**src/rtl/seq_detect_moore_pkg.sv**
```systemverilog
// Shared helpers for the serial sequence detector: state width, KMP prefix test,
// and parameter legality predicates.
package seq_detect_pkg;

  function automatic int unsigned state_w(input int unsigned pat_w);
    return $clog2(pat_w + 1);
  endfunction

  function automatic bit pat_w_ok(input int unsigned pat_w);
    return (pat_w >= 2) && (pat_w <= 16);
  endfunction

  function automatic bit cnt_w_ok(input int unsigned cnt_w);
    return (cnt_w >= 1) && (cnt_w <= 32);
  endfunction

  // Pattern is MSB-aligned in 16 bits, so character i of the string is bit 15-i.
  function automatic logic pat_bit(input logic [15:0] pat, input int unsigned i);
    logic [15:0] t;
    t = pat << i;
    return t[15];
  endfunction

  // True when the length-k prefix equals the suffix of (P[0..s-1], x).
  function automatic logic prefix_match(input logic [15:0] pat, input int unsigned s,
                                        input logic x, input int unsigned k);
    logic ok;
    ok = 1'b1;
    if (k == 0) return 1'b1;
    for (int unsigned i = 0; i < 16; i++) begin
      if ((i + 1 < k) && (pat_bit(pat, i) != pat_bit(pat, s - k + 1 + i))) ok = 1'b0;
    end
    if (pat_bit(pat, k - 1) != x) ok = 1'b0;
    return ok;
  endfunction

endpackage

```
**src/rtl/seq_detect_moore_if.sv**
```systemverilog
// Control/data bundle for seq_detect_moore; master drives samples, slave is the detector.
interface seq_detect_moore_if
  import seq_detect_pkg::*;
#(
  parameter int unsigned PAT_W = 4,
  parameter int unsigned CNT_W = 8
);
  localparam int unsigned SW = state_w(PAT_W);

  logic             en;
  logic             x;
  logic             pat_load;
  logic [PAT_W-1:0] pat_in;
  logic             cnt_clr;
  logic             y;
  logic [SW-1:0]    state;
  logic [CNT_W-1:0] match_cnt;

  modport master (
    output en, x, pat_load, pat_in, cnt_clr,
    input  y, state, match_cnt
  );

  modport slave (
    input  en, x, pat_load, pat_in, cnt_clr,
    output y, state, match_cnt
  );
endinterface

```
**src/rtl/seq_detect_moore_next.sv**
```systemverilog
// Combinational KMP next-state: longest pattern prefix that is a suffix of (P[0..s-1], x).
module seq_detect_next
  import seq_detect_pkg::*;
#(
  parameter int unsigned PAT_W   = 4,
  parameter bit          OVERLAP = 1'b1
) (
  input  logic [PAT_W-1:0]          pattern,
  input  logic [state_w(PAT_W)-1:0] s,
  input  logic                      x,
  output logic [state_w(PAT_W)-1:0] nxt
);
  localparam int unsigned SW = state_w(PAT_W);
  localparam logic [SW-1:0] FULL = SW'(PAT_W);

  logic [15:0] pat16;
  logic        hit;

  always_comb begin
    pat16 = 16'(pattern) << (16 - PAT_W);
    nxt   = '0;
    hit   = 1'b0;
    if ((s == FULL) && !OVERLAP) begin
      nxt = (x == pattern[PAT_W-1]) ? SW'(1) : '0;
    end else begin
      // Scan k from PAT_W down to 0; the first (longest) hit wins, k=0 always hits.
      for (int unsigned j = 0; j <= PAT_W; j++) begin
        if (!hit && (PAT_W - j <= 32'(s) + 1) &&
            prefix_match(pat16, 32'(s), x, PAT_W - j)) begin
          nxt = SW'(PAT_W - j);
          hit = 1'b1;
        end
      end
    end
  end
endmodule

```
**src/rtl/seq_detect_moore.sv**
```systemverilog
// Moore serial sequence detector with runtime pattern, overlap mode and saturating match count.
module seq_detect_moore
  import seq_detect_pkg::*;
#(
  parameter int unsigned      PAT_W   = 4,
  parameter logic [PAT_W-1:0] PAT_RST = PAT_W'(4'b1011),
  parameter bit               OVERLAP = 1'b1,
  parameter int unsigned      CNT_W   = 8
) (
  input logic               clk,
  input logic               rst,
  seq_detect_moore_if.slave bus
);
  localparam int unsigned SW = state_w(PAT_W);
  localparam logic [SW-1:0] FULL = SW'(PAT_W);

  if (!pat_w_ok(PAT_W)) begin : g_bad_pat_w
    $error("seq_detect_moore: PAT_W must be in 2..16");
  end
  if (!cnt_w_ok(CNT_W)) begin : g_bad_cnt_w
    $error("seq_detect_moore: CNT_W must be in 1..32");
  end

  logic [PAT_W-1:0] pat_q;
  logic [SW-1:0]    s_q;
  logic [SW-1:0]    nxt;
  logic [CNT_W-1:0] cnt_q;

  seq_detect_next #(
    .PAT_W   (PAT_W),
    .OVERLAP (OVERLAP)
  ) u_next (
    .pattern (pat_q),
    .s       (s_q),
    .x       (bus.x),
    .nxt     (nxt)
  );

  // pat_load overrides en and suppresses the count for that cycle.
  always_ff @(posedge clk or negedge rst) begin
    if (!rst) begin
      pat_q <= PAT_RST;
      s_q   <= '0;
      cnt_q <= '0;
    end else begin
      if (bus.pat_load) begin
        pat_q <= bus.pat_in;
        s_q   <= '0;
      end else if (bus.en) begin
        s_q <= nxt;
      end

      if (bus.cnt_clr)
        cnt_q <= '0;
      else if (bus.en && !bus.pat_load && (nxt == FULL) && (cnt_q != '1))
        cnt_q <= cnt_q + CNT_W'(1);
    end
  end

  assign bus.y         = (s_q == FULL);
  assign bus.state     = s_q;
  assign bus.match_cnt = cnt_q;
endmodule
```
**src/flat_wrapper.sv**
```systemverilog
// flat-port wrapper written by rule: the top's interface ports become plain ports
module seq_detect_moore_flat import seq_detect_pkg::*;
#(
  parameter int unsigned      PAT_W   = 4,
  parameter logic [PAT_W-1:0] PAT_RST = PAT_W'(4'b1011),
  parameter bit               OVERLAP = 1'b1,
  parameter int unsigned      CNT_W   = 8
)
  (clk, rst, bus_en, bus_x, bus_pat_load, bus_pat_in, bus_cnt_clr, bus_y, bus_state, bus_match_cnt);
  seq_detect_moore_if #(.PAT_W(PAT_W), .CNT_W(CNT_W)) bus_i ();
  input logic clk;
  input logic rst;
  input wire logic [$bits(bus_i.en)-1:0] bus_en;
  input wire logic [$bits(bus_i.x)-1:0] bus_x;
  input wire logic [$bits(bus_i.pat_load)-1:0] bus_pat_load;
  input wire logic [$bits(bus_i.pat_in)-1:0] bus_pat_in;
  input wire logic [$bits(bus_i.cnt_clr)-1:0] bus_cnt_clr;
  output wire logic [$bits(bus_i.y)-1:0] bus_y;
  output wire logic [$bits(bus_i.state)-1:0] bus_state;
  output wire logic [$bits(bus_i.match_cnt)-1:0] bus_match_cnt;
  assign bus_i.en = bus_en;
  assign bus_i.x = bus_x;
  assign bus_i.pat_load = bus_pat_load;
  assign bus_i.pat_in = bus_pat_in;
  assign bus_i.cnt_clr = bus_cnt_clr;
  assign bus_y = bus_i.y;
  assign bus_state = bus_i.state;
  assign bus_match_cnt = bus_i.match_cnt;
  seq_detect_moore #(.PAT_W(PAT_W), .PAT_RST(PAT_RST), .OVERLAP(OVERLAP), .CNT_W(CNT_W)) u_core (.clk(clk), .rst(rst), .bus(bus_i));
endmodule
```
**config.mk**
```make
export PLATFORM = sky130hd
export DESIGN_NAME = seq_detect_moore_flat
export DESIGN_NICKNAME = d
export VERILOG_FILES = /design/src/rtl/seq_detect_moore_pkg.sv /design/src/rtl/seq_detect_moore_if.sv /design/src/rtl/seq_detect_moore_next.sv /design/src/rtl/seq_detect_moore.sv /design/src/flat_wrapper.sv
export SDC_FILE = /design/constraint.sdc
export NUM_CORES = 1
export LEC_CHECK = 0
export CAP_MARGIN = 20
export CORE_MARGIN = 2
export CORE_UTILIZATION = 55
export DETAILED_ROUTE_END_ITERATION = 12
export DONT_BUFFER_PORTS = 1
export GPL_ROUTABILITY_DRIVEN = 0
export PLACE_DENSITY_LB_ADDON = 0.12
export SYNTH_ARGS = -nofsm -noshare
export SYNTH_HDL_FRONTEND = slang
export SYNTH_SLANG_ARGS = --single-unit
export TNS_END_PERCENT = 50
```
**constraint.sdc**
```tcl
create_clock -name clk -period 10.14 [get_ports clk]
set_clock_uncertainty 0.15 [all_clocks]
set_input_delay 1.521 -clock clk [delete_from_list [all_inputs] [get_ports clk]]
set_output_delay 1.521 -clock clk [all_outputs]
set_load 0.1 [all_outputs]
```
[After elaboration in Yosys (flattened, before gate mapping)]
Cells that the tools add are included.
Operators by class
  add/sub/neg operators: 11
  order comparisons: 5
  eq/ne operators: 13
  shift operators: 6
  multiplexer cells: 23
  reductions and logical operators: 18
Operators by type and width (count)
  $shl 16x32->16: 6
  $add 32x1->32 const B: 2
  $le 1x32->1 const A: 2
  $le 2x32->1 const A: 2
  $add 32x2->32 const B: 1
  $le 3x32->1 const A: 1
  $mux 3: 7
  $mux 8: 2
  $add 4x2->5 const B: 3
  $mux 1: 14
  $logic_and 1x1->1: 11
  $ne 1x1->1: 10
  $add 8x1->8 const B: 1
  $ne 8x8->1 const B: 1
  $sub 3x2->4 const B: 2
  $eq 3x3->1 const B: 2
  $logic_not 1->1: 5
  $add 3x1->4 const B: 1
  $reduce_bool 2->1: 2
  $sub 3x3->4 const B: 1
Storage, ports and cells
  register bits: 15
  bits of input ports: 10
  output and inout port bits: 12
  logic and storage cells: 79

[Longest topological paths before layout]
Gate-level depths: netlist of run 1.
  word-level depth: 30
  gate-level depth with buffers: 16
  depth with buffers taken out: 15

[Modules after synthesis]
A second synthesis of run 1 with hierarchy kept.
Unflattened totals
  cells, all modules: 198
  area total of the unflattened synthesis: 1745.4 um^2
Modules (own cells, without submodules)
  seq_detect_next: instances 1, cells each 134, area each 1021.0 um^2, seq. area each 0.0 um^2
  seq_detect_moore: instances 1, cells each 64, area each 724.4 um^2, seq. area each 379.1 um^2

[Least setup slack after synthesis of run 1]
No wires, ideal clock.
  kind: register to register
  start: reg u_core.s_q[0] (netlist: u_core.bus.state[0])
  end: reg u_core.cnt_q[6] (netlist: u_core.bus.match_cnt[6])
  library setup time: 0.078 ns
  data arrival time: 3.948 ns
  required time: 9.912 ns
  path slack: 5.965 ns
  stages on the path, launching flop included: 17
  buffers on the path: 2
  clock period less this slack: 4.175 ns
  path through: dfrtp_1 ha_1 inv_1 ha_1 inv_1 ha_1 and2b_1 buf_2 nand2_1 ha_1 nor4b_1 nand4_1 nor4_2 xor2_1 buf_6 or4_1 a21oi_1
On the way
  longest elaborated chain between the ends: 29
  elaborated cells between the ends (all ways): 61
  classes of those cells: add/sub (10); order compare (5); eq/ne (7); shift (6); mux (18); reduce/logical (15)
RTL lines
  start: declaration: RTL line seq_detect_moore.sv:25  | logic [SW-1:0] s_q;
  start signal: assignment: RTL line seq_detect_moore.sv:50  | s_q <= nxt;
  $sub 3x3->4
  $add 4x2->5
  $add 32x1->32 or $shl 16x32->16 (tied branches): RTL line seq_detect_moore_pkg.sv:31, seq_detect_moore_pkg.sv:20
  $shl 16x32->16 or $ne 1x1->1 (tied branches): RTL line seq_detect_moore_pkg.sv:20, seq_detect_moore_pkg.sv:31
  $ne 1x1->1 or $mux 1 (tied branches): RTL line seq_detect_moore_pkg.sv:31  | if ((i + 1 < k) && (pat_bit(pat, i) != pat_bit(pat, s - k + 1 + i))) ok = 1'b0;
  $mux 1 (2 in a row): RTL line seq_detect_moore_pkg.sv:31
  $mux 1: RTL line seq_detect_moore_pkg.sv:33  | if (pat_bit(pat, k - 1) != x) ok = 1'b0;
  $logic_and 1x1->1: RTL line seq_detect_moore_next.sv:28  | if (!hit && (PAT_W - j <= 32'(s) + 1) &&
  (+10 left out)
  $logic_and 1x1->1 (2 in a row): RTL line seq_detect_moore_next.sv:28
  $mux 1: RTL line seq_detect_moore_next.sv:28
  $logic_not 1->1: RTL line seq_detect_moore_next.sv:28
  $logic_and 1x1->1: RTL line seq_detect_moore_next.sv:28
  $mux 3 *: RTL line seq_detect_moore_next.sv:28
  $eq 3x3->1 *: RTL line seq_detect_moore.sv:55  | else if (bus.en && !bus.pat_load && (nxt == FULL) && (cnt_q != '1))
  $logic_and 1x1->1 * (2 in a row): RTL line seq_detect_moore.sv:55
  $reduce_bool 2->1 (no line) *
  end signal: assignment: RTL line seq_detect_moore.sv:56  | cnt_q <= cnt_q + CNT_W'(1);
  end: declaration: RTL line seq_detect_moore.sv:27  | logic [CNT_W-1:0] cnt_q;
Mark *: on every way between the ends. The rest lies on a longest branch, timed or not.
A chain may end at the register's enable or synchronous reset.

[Worst setup path in the final report of run 1]
  start: reg u_core.s_q[1] (netlist: u_core.bus.state[1])
  end: reg u_core.cnt_q[0] (netlist: u_core.bus.match_cnt[0])
Same word-level chain as after synthesis.

==> flow_summary.toml, run 1 <==
[detailed_routing]
drc = 0
vias = 1390
final_antenna_net_count = 0
wl_per_cell_microns = 16.06
via_per_inst = 6.178
finalWirelength_microns = 3614
first_pass_iters = 4
drtIter0Drc = 55

[clock_network]
cts_hold_buf = 0
postCtsSetupRepairBufs = 0
cts_tree = "yes"
cts_buffers = 3
path_clk_slew_ns = 0.09
h-tree-depth = 1
cts.path.max_buffers = 2
cts_resized = 0
cts_root_buf = "clkbuf_4"
clkSinkCount = 15
clock_latency_ns = 0.29

[pwr]
clkPwrFrac = 0.233
internal_power_uw = 99.03
pwr-share-comb = 0.316
ir_worst_vdd_mv = 0.07128
p_seq_frac = 0.451
power_density_nw_per_um2 = 84.42
switching_share = 0.3383
switching_power_uw = 50.63
leakage_uw = 0.0006707

[outcome]
run_status = "complete, no violations"

[placement]
hpwl_microns = 2774
portBuffers = 0

[grt]
grt.met2_usage = 0.3432
grt_remaining_overflow = 0
use_met3 = 0.04691
first_global_vias = 1354
grt_start_max_net_pins = 17
antenna_found_initial = 0
grtUsageMet1 = 0.3113
grt_pass1_wl_microns = 6141
grt_use_total = 0.2243
top_usage_layer = "met2"

[setup_path]
cp_top_family = "simple AND/OR/NAND/NOR gates"
cp_slowest_stage_delay_ns = 1.06
timing.critical_path.mode_cell = "ha_1"
r2r-start = "u_core.bus.state[1]"
crit_path_top_delay_cell = "dfrtp_1"
cp-end-kind = "flop"
start_kind = "flop"
ff2ff_path_depth = 12
criticalPathCategory = "flop to flop"
worstPathMaxFanout = 13
reg2reg_to = "u_core.bus.match_cnt[0]"
crit_chain = "inv_1 > ha_1 > ha_1 > and2b_1 > nand2_1 > ha_1 > nor4b_1 > nand4_1 > nor4_2 > xor2_1 > nor3b_2 > mux2_4"
required_ns = 10.17
critPathBufInv = 1
regToRegSetupSlack_ns = 5.24
crit_end = "u_core.bus.match_cnt[0]"
critPathLaunch = "u_core.bus.state[1]"
cp.depth = 12
arrival_ns = 4.93

[floorplanning]
ios = 22
fp-row-count = 20
initial_utilization = 0.5758
core_sq_um = 3053
die_y_microns = 60.54
dieWidth_microns = 60.54
fp.dieArea_sq_um = 3664

[layout]
drive_gt1_frac = 0.1326
nets = 216
layout_commonest_cell = "ha_1"
regArea_sq_um = 379.1
n_antenna_cell = 0
multi_input_area_sq_um = 1275
fillers = 287
area_delta_synth_final_pct = 0.8541
layout_common_cells = "ha_1, nand2_1, xnor2_1, dfrtp_1, inv_1"

[worst_hold_path]
holdCritPathClass = "flop to flop"

[logic_synthesis]
synth_top_area_cell = "dfrtp_1"
ys.flop_type = "dfrtp_1"
synth_nets = 219
syn_avg_cell_area_sq_um = 9.502
synth_area_leaders = "dfrtp_1, ha_1, xnor2_1"
async_flop_share = 1.000
netlist.area_leader.share = 0.1708
synthCells = 185
yosysWarnings = 0
syn-cell-area_sq_um = 1758
synth_cell_types = 57
synth-seq-cells = 15
synth_edf_count = 0
yosysSeqAreaShare = 0.2157

[timing]
holdWs_ns = 0.5001
finalSetupViolations = 0
tightest_slew_ns = 1.076
clock.fmax_ghz = 0.2042
fin_crit_sh = 0.4829
fin_crit_ns = 4.896
hold_violations = 0
fin_tns_setup_ns = 0
drv_slew = 0
rsz0062_at_grt = "no"
slew_headroom = 0.2823

[run]
cap_violations = 0
-- registers in the layout, indices dropped and copies added (netlist names) --
register              flops
u_core.bus.match_cnt      8
u_core.pat_q              4
u_core.bus.state          3
-- synthesized netlist by cell type (2+ instances only) --
| master | count |
|---|---|
| a211oi_1 | 2 |
| a21o_1 | 2 |
| a21oi_1 | 6 |
| and2_1 | 2 |
| and3_1 | 3 |
| buf_6 | 4 |
| clkbuf_1 | 2 |
| dfrtp_1 | 12 |
| dfstp_2 | 3 |
| ha_1 | 24 |
| inv_1 | 8 |
| mux2_2 | 4 |
| mux2_4 | 3 |
| mux2i_1 | 3 |
| nand2_1 | 15 |
| nand2b_1 | 7 |
| nand4_1 | 6 |
| nor2_1 | 6 |
| nor2b_1 | 6 |
| nor3_1 | 3 |
| nor3_2 | 2 |
| nor4b_1 | 3 |
| nor4bb_1 | 2 |
| o21a_1 | 2 |
| o21ai_0 | 2 |
| o31ai_1 | 6 |
| o32ai_1 | 2 |
| or4_1 | 4 |
| xnor2_1 | 12 |
| xor2_1 | 2 |
-- layout make-up --
class,count,share of cell area
clock buffer,4,0.01482
inverter,8,0.01694
multi-input combinational,153,0.7191
tap,44,0.03105
sequential,15,0.2138
timing repair buffer,1,0.004234
-- per-stage QoR --
stage                     std cells  cell area [sq um]  setup WS [ns]  power, uW    util
after floorplan                 185               1758          5.965      110.5       -
after global placement          221               1747          5.288      114.1  0.5721
after detailed placement        221               1747          5.218      115.6  0.5721
after CTS                       225               1773          5.194      151.2  0.5807
after global routing            225               1773          4.851      158.9  0.5807
final                           225               1773          5.244      149.7  0.5807
-- routing by layer --
layer	wire, microns	share of wire	vias up
met1	1728	0.48	655
met3	205	0.057	12
met4	95	0.026	0
met5	0	0	-
met2	1584	0.44	43
li1	-	-	680
-- how the worst min path moves through the flow --
stage / startpoint / endpoint / slack [ns] / cells after the start
2_1_floorplan: u_core.pat_q[3] / u_core.pat_q[3] / 0.42 / 2
3_3_place_gp: u_core.pat_q[0] / u_core.pat_q[0] / 0.49 / 1
3_5_place_dp: u_core.pat_q[0] / u_core.pat_q[0] / 0.49 / 1
4_1_cts: u_core.pat_q[0] / u_core.pat_q[0] / 0.50 / 1
5_1_grt: u_core.pat_q[0] / u_core.pat_q[0] / 0.52 / 1
6_report: u_core.pat_q[0] / u_core.pat_q[0] / 0.50 / 1
-- power groups by stage --
stage	Combinational, uW	Sequential [uW]	Clock (uW)
after floorplan	40.6	69.8	0
final	47.4	67.5	34.8
after detailed placement	46.9	68.6	0
after CTS	47.4	67.5	36.3
after global routing	53.2	68.1	37.6
after global placement	45.6	68.6	0
-- kinds of logic (layout without fill, tap and decap cells) --
group | after synthesis | count (layout) | share of synthesized area
simple gates | 70 | 70 | 0.2470
compound gates | 33 | 33 | 0.1416
fa+ha+maj | 24 | 24 | 0.1708
buf+inv | 17 | 13 | 0.05907
flops | 15 | 15 | 0.2157
xor+xnor | 14 | 14 | 0.06975
mux | 12 | 12 | 0.09608
Power figures use the tool's default switching activity.
==> inputs of run 2 (changes only) <==
- clock period: 10.14 -> 4.4 ns (I/O delays scaled with it)
==> run 2 against run 1 <==
Final cell count grew 2.2%. Clock-buffer cell count decreased by 1. Clock power is 140% higher. Critical path type unchanged. Critical endpoint is now u_core.bus.state[0].
==> flow_summary.toml, run 2 (synthesis gave the netlist of run 1 again) <==
[outcome]
run_status = "complete, no violations"

[layout]
largest_reg_flops = 8
nets = 221
area_delta_synth_final_pct = 3.203
drive_gt1_frac = 0.1559
layout_commonest_cell = "ha_1"
n_antenna_cell = 0
layout_common_cells = "ha_1, nand2_1, xnor2_1, dfrtp_1, inv_1"

[grt]
grt_remaining_overflow = 0
grt_use_total = 0.2340
grt_pass1_wl_microns = 6403
antenna_found_initial = 0
grt_start_max_net_pins = 14
first_global_vias = 1381

[detailed_routing]
first_pass_iters = 4
drc = 0
wl_per_cell_microns = 16.24
vias = 1417
via_per_inst = 6.161
final_antenna_net_count = 0
finalWirelength_microns = 3736
drtIter0Drc = 83

[setup_path]
ff2ff_path_depth = 15
required_ns = 4.42
reg2reg_to = "u_core.bus.state[0]"
arrival_ns = 3.98
worstPathMaxFanout = 11
start_kind = "flop"
r2r-start = "u_core.bus.state[0]"
regToRegSetupSlack_ns = 0.44
cp-end-kind = "flop"
criticalPathCategory = "flop to flop"

[timing]
finalSetupViolations = 0
fin_crit_sh = 0.9003
fin_tns_setup_ns = 0
drv_slew = 0
clock.fmax_ghz = 0.2524
rsz0062_at_grt = "no"
fin_crit_ns = 3.961
slew_headroom = 0.3153
setup_ws_ns = 0.4387
tightest_slew_ns = 1.027
hold_violations = 0

[floorplanning]
initial_utilization = 0.5758
die_y_microns = 60.54
fp.dieArea_sq_um = 3664
fp-row-count = 20
core_sq_um = 3053
ios = 22
dieWidth_microns = 60.54

[clock_network]
clkSinkCount = 15
cts_buffers = 3
postCtsSetupRepairBufs = 0
cts.path.max_buffers = 2
h-tree-depth = 1
clock_latency_ns = 0.29
path_clk_slew_ns = 0.09
cts_root_buf = "clkbuf_4"
cts_tree = "yes"

[pwr]
power_uw = 353.6
ir_worst_vdd_mv = 0.1264
power_density_nw_per_um2 = 194.9
leakage_uw = 0.0006975

[placement]
dpl_worst_slack_ns = 0.4946
hpwl_microns = 2905
portBuffers = 0

[run]
cap_violations = 0

[worst_hold_path]
holdCritPathClass = "input pin to async pin"
[run 2: how the worst max path moves through the flow]
| stage | from | to | depth (start not counted) |
|---|---|---|---|
| after floorplan | u_core.bus.state[0] | u_core.bus.match_cnt[6] | 16 |
| after global placement | u_core.bus.state[0] | u_core.bus.match_cnt[4] | 15 |
| after detailed placement | u_core.bus.state[0] | u_core.bus.match_cnt[0] | 15 |
| after CTS | u_core.bus.state[0] | u_core.bus.match_cnt[0] | 15 |
| after global routing | u_core.bus.state[0] | u_core.bus.match_cnt[3] | 15 |
| final | u_core.bus.state[0] | u_core.bus.state[0] | 15 |
[run 2: critical path, cell delays in order (launching register included)]
cell and delay (ns):
dfrtp_1 0.56, ha_1 0.20, inv_1 0.04, ha_1 0.37, inv_1 0.07, ha_1 0.23, and2b_1 0.28, xnor2_1 0.22
nand4_1 0.12, ha_1 0.31, nor4bb_1 0.23, and4_1 0.23, o2111ai_1 0.14, xor2_1 0.19, a211oi_1 0.37, o32ai_1 0.13
[run 2: cell type report]
type	count	area, sq um
Multi-Input combinational cell	153	1275
Timing Repair Buffer	6	47.55
Tap cell	44	55.05
Clock inverter	1	5.005
Fill cell	277	1239
Inverter	8	30.03
Sequential cell	15	379.1
Clock buffer	3	22.52
[run 2: per-stage QoR]
stage | util | std cells | instance area (sq um) | hold WS (ns)
after floorplan | - | 185 | 1758 | 0.2144
after global placement | 0.5820 | 225 | 1777 | 0.2154
after detailed placement | 0.5820 | 225 | 1777 | 0.2155
after CTS | 0.5943 | 230 | 1814 | 0.04438
after global routing | 0.5943 | 230 | 1814 | 0.03410
final | 0.5943 | 230 | 1814 | 0.04940
[run 2: routing by layer]
metal  vias to the layer above  part of all wire  global-route usage
li1                        698                 -                   -
met1                       662              0.46              0.3228
met2                        47              0.46              0.3649
met3                        10             0.063             0.05544
met4                         0             0.018             0.07453
met5                         -                 0                   0
[run 2: what timing repair did]
action                                  in CTS  in global routing
endpoints found under the setup margin       0                  0
hold buffers                                 1                  0
resized for setup                            0                  0
hold endpoints to repair                    12                  0
[run 2: where the power goes]
group	leakage [uW]	internal [uW]	total [uW]	switching, uW
clock	0.0000177	33.9	82.9	49.1
sequential	0.000196	145	156	10.9
combinational	0.000483	51.1	115	64.0
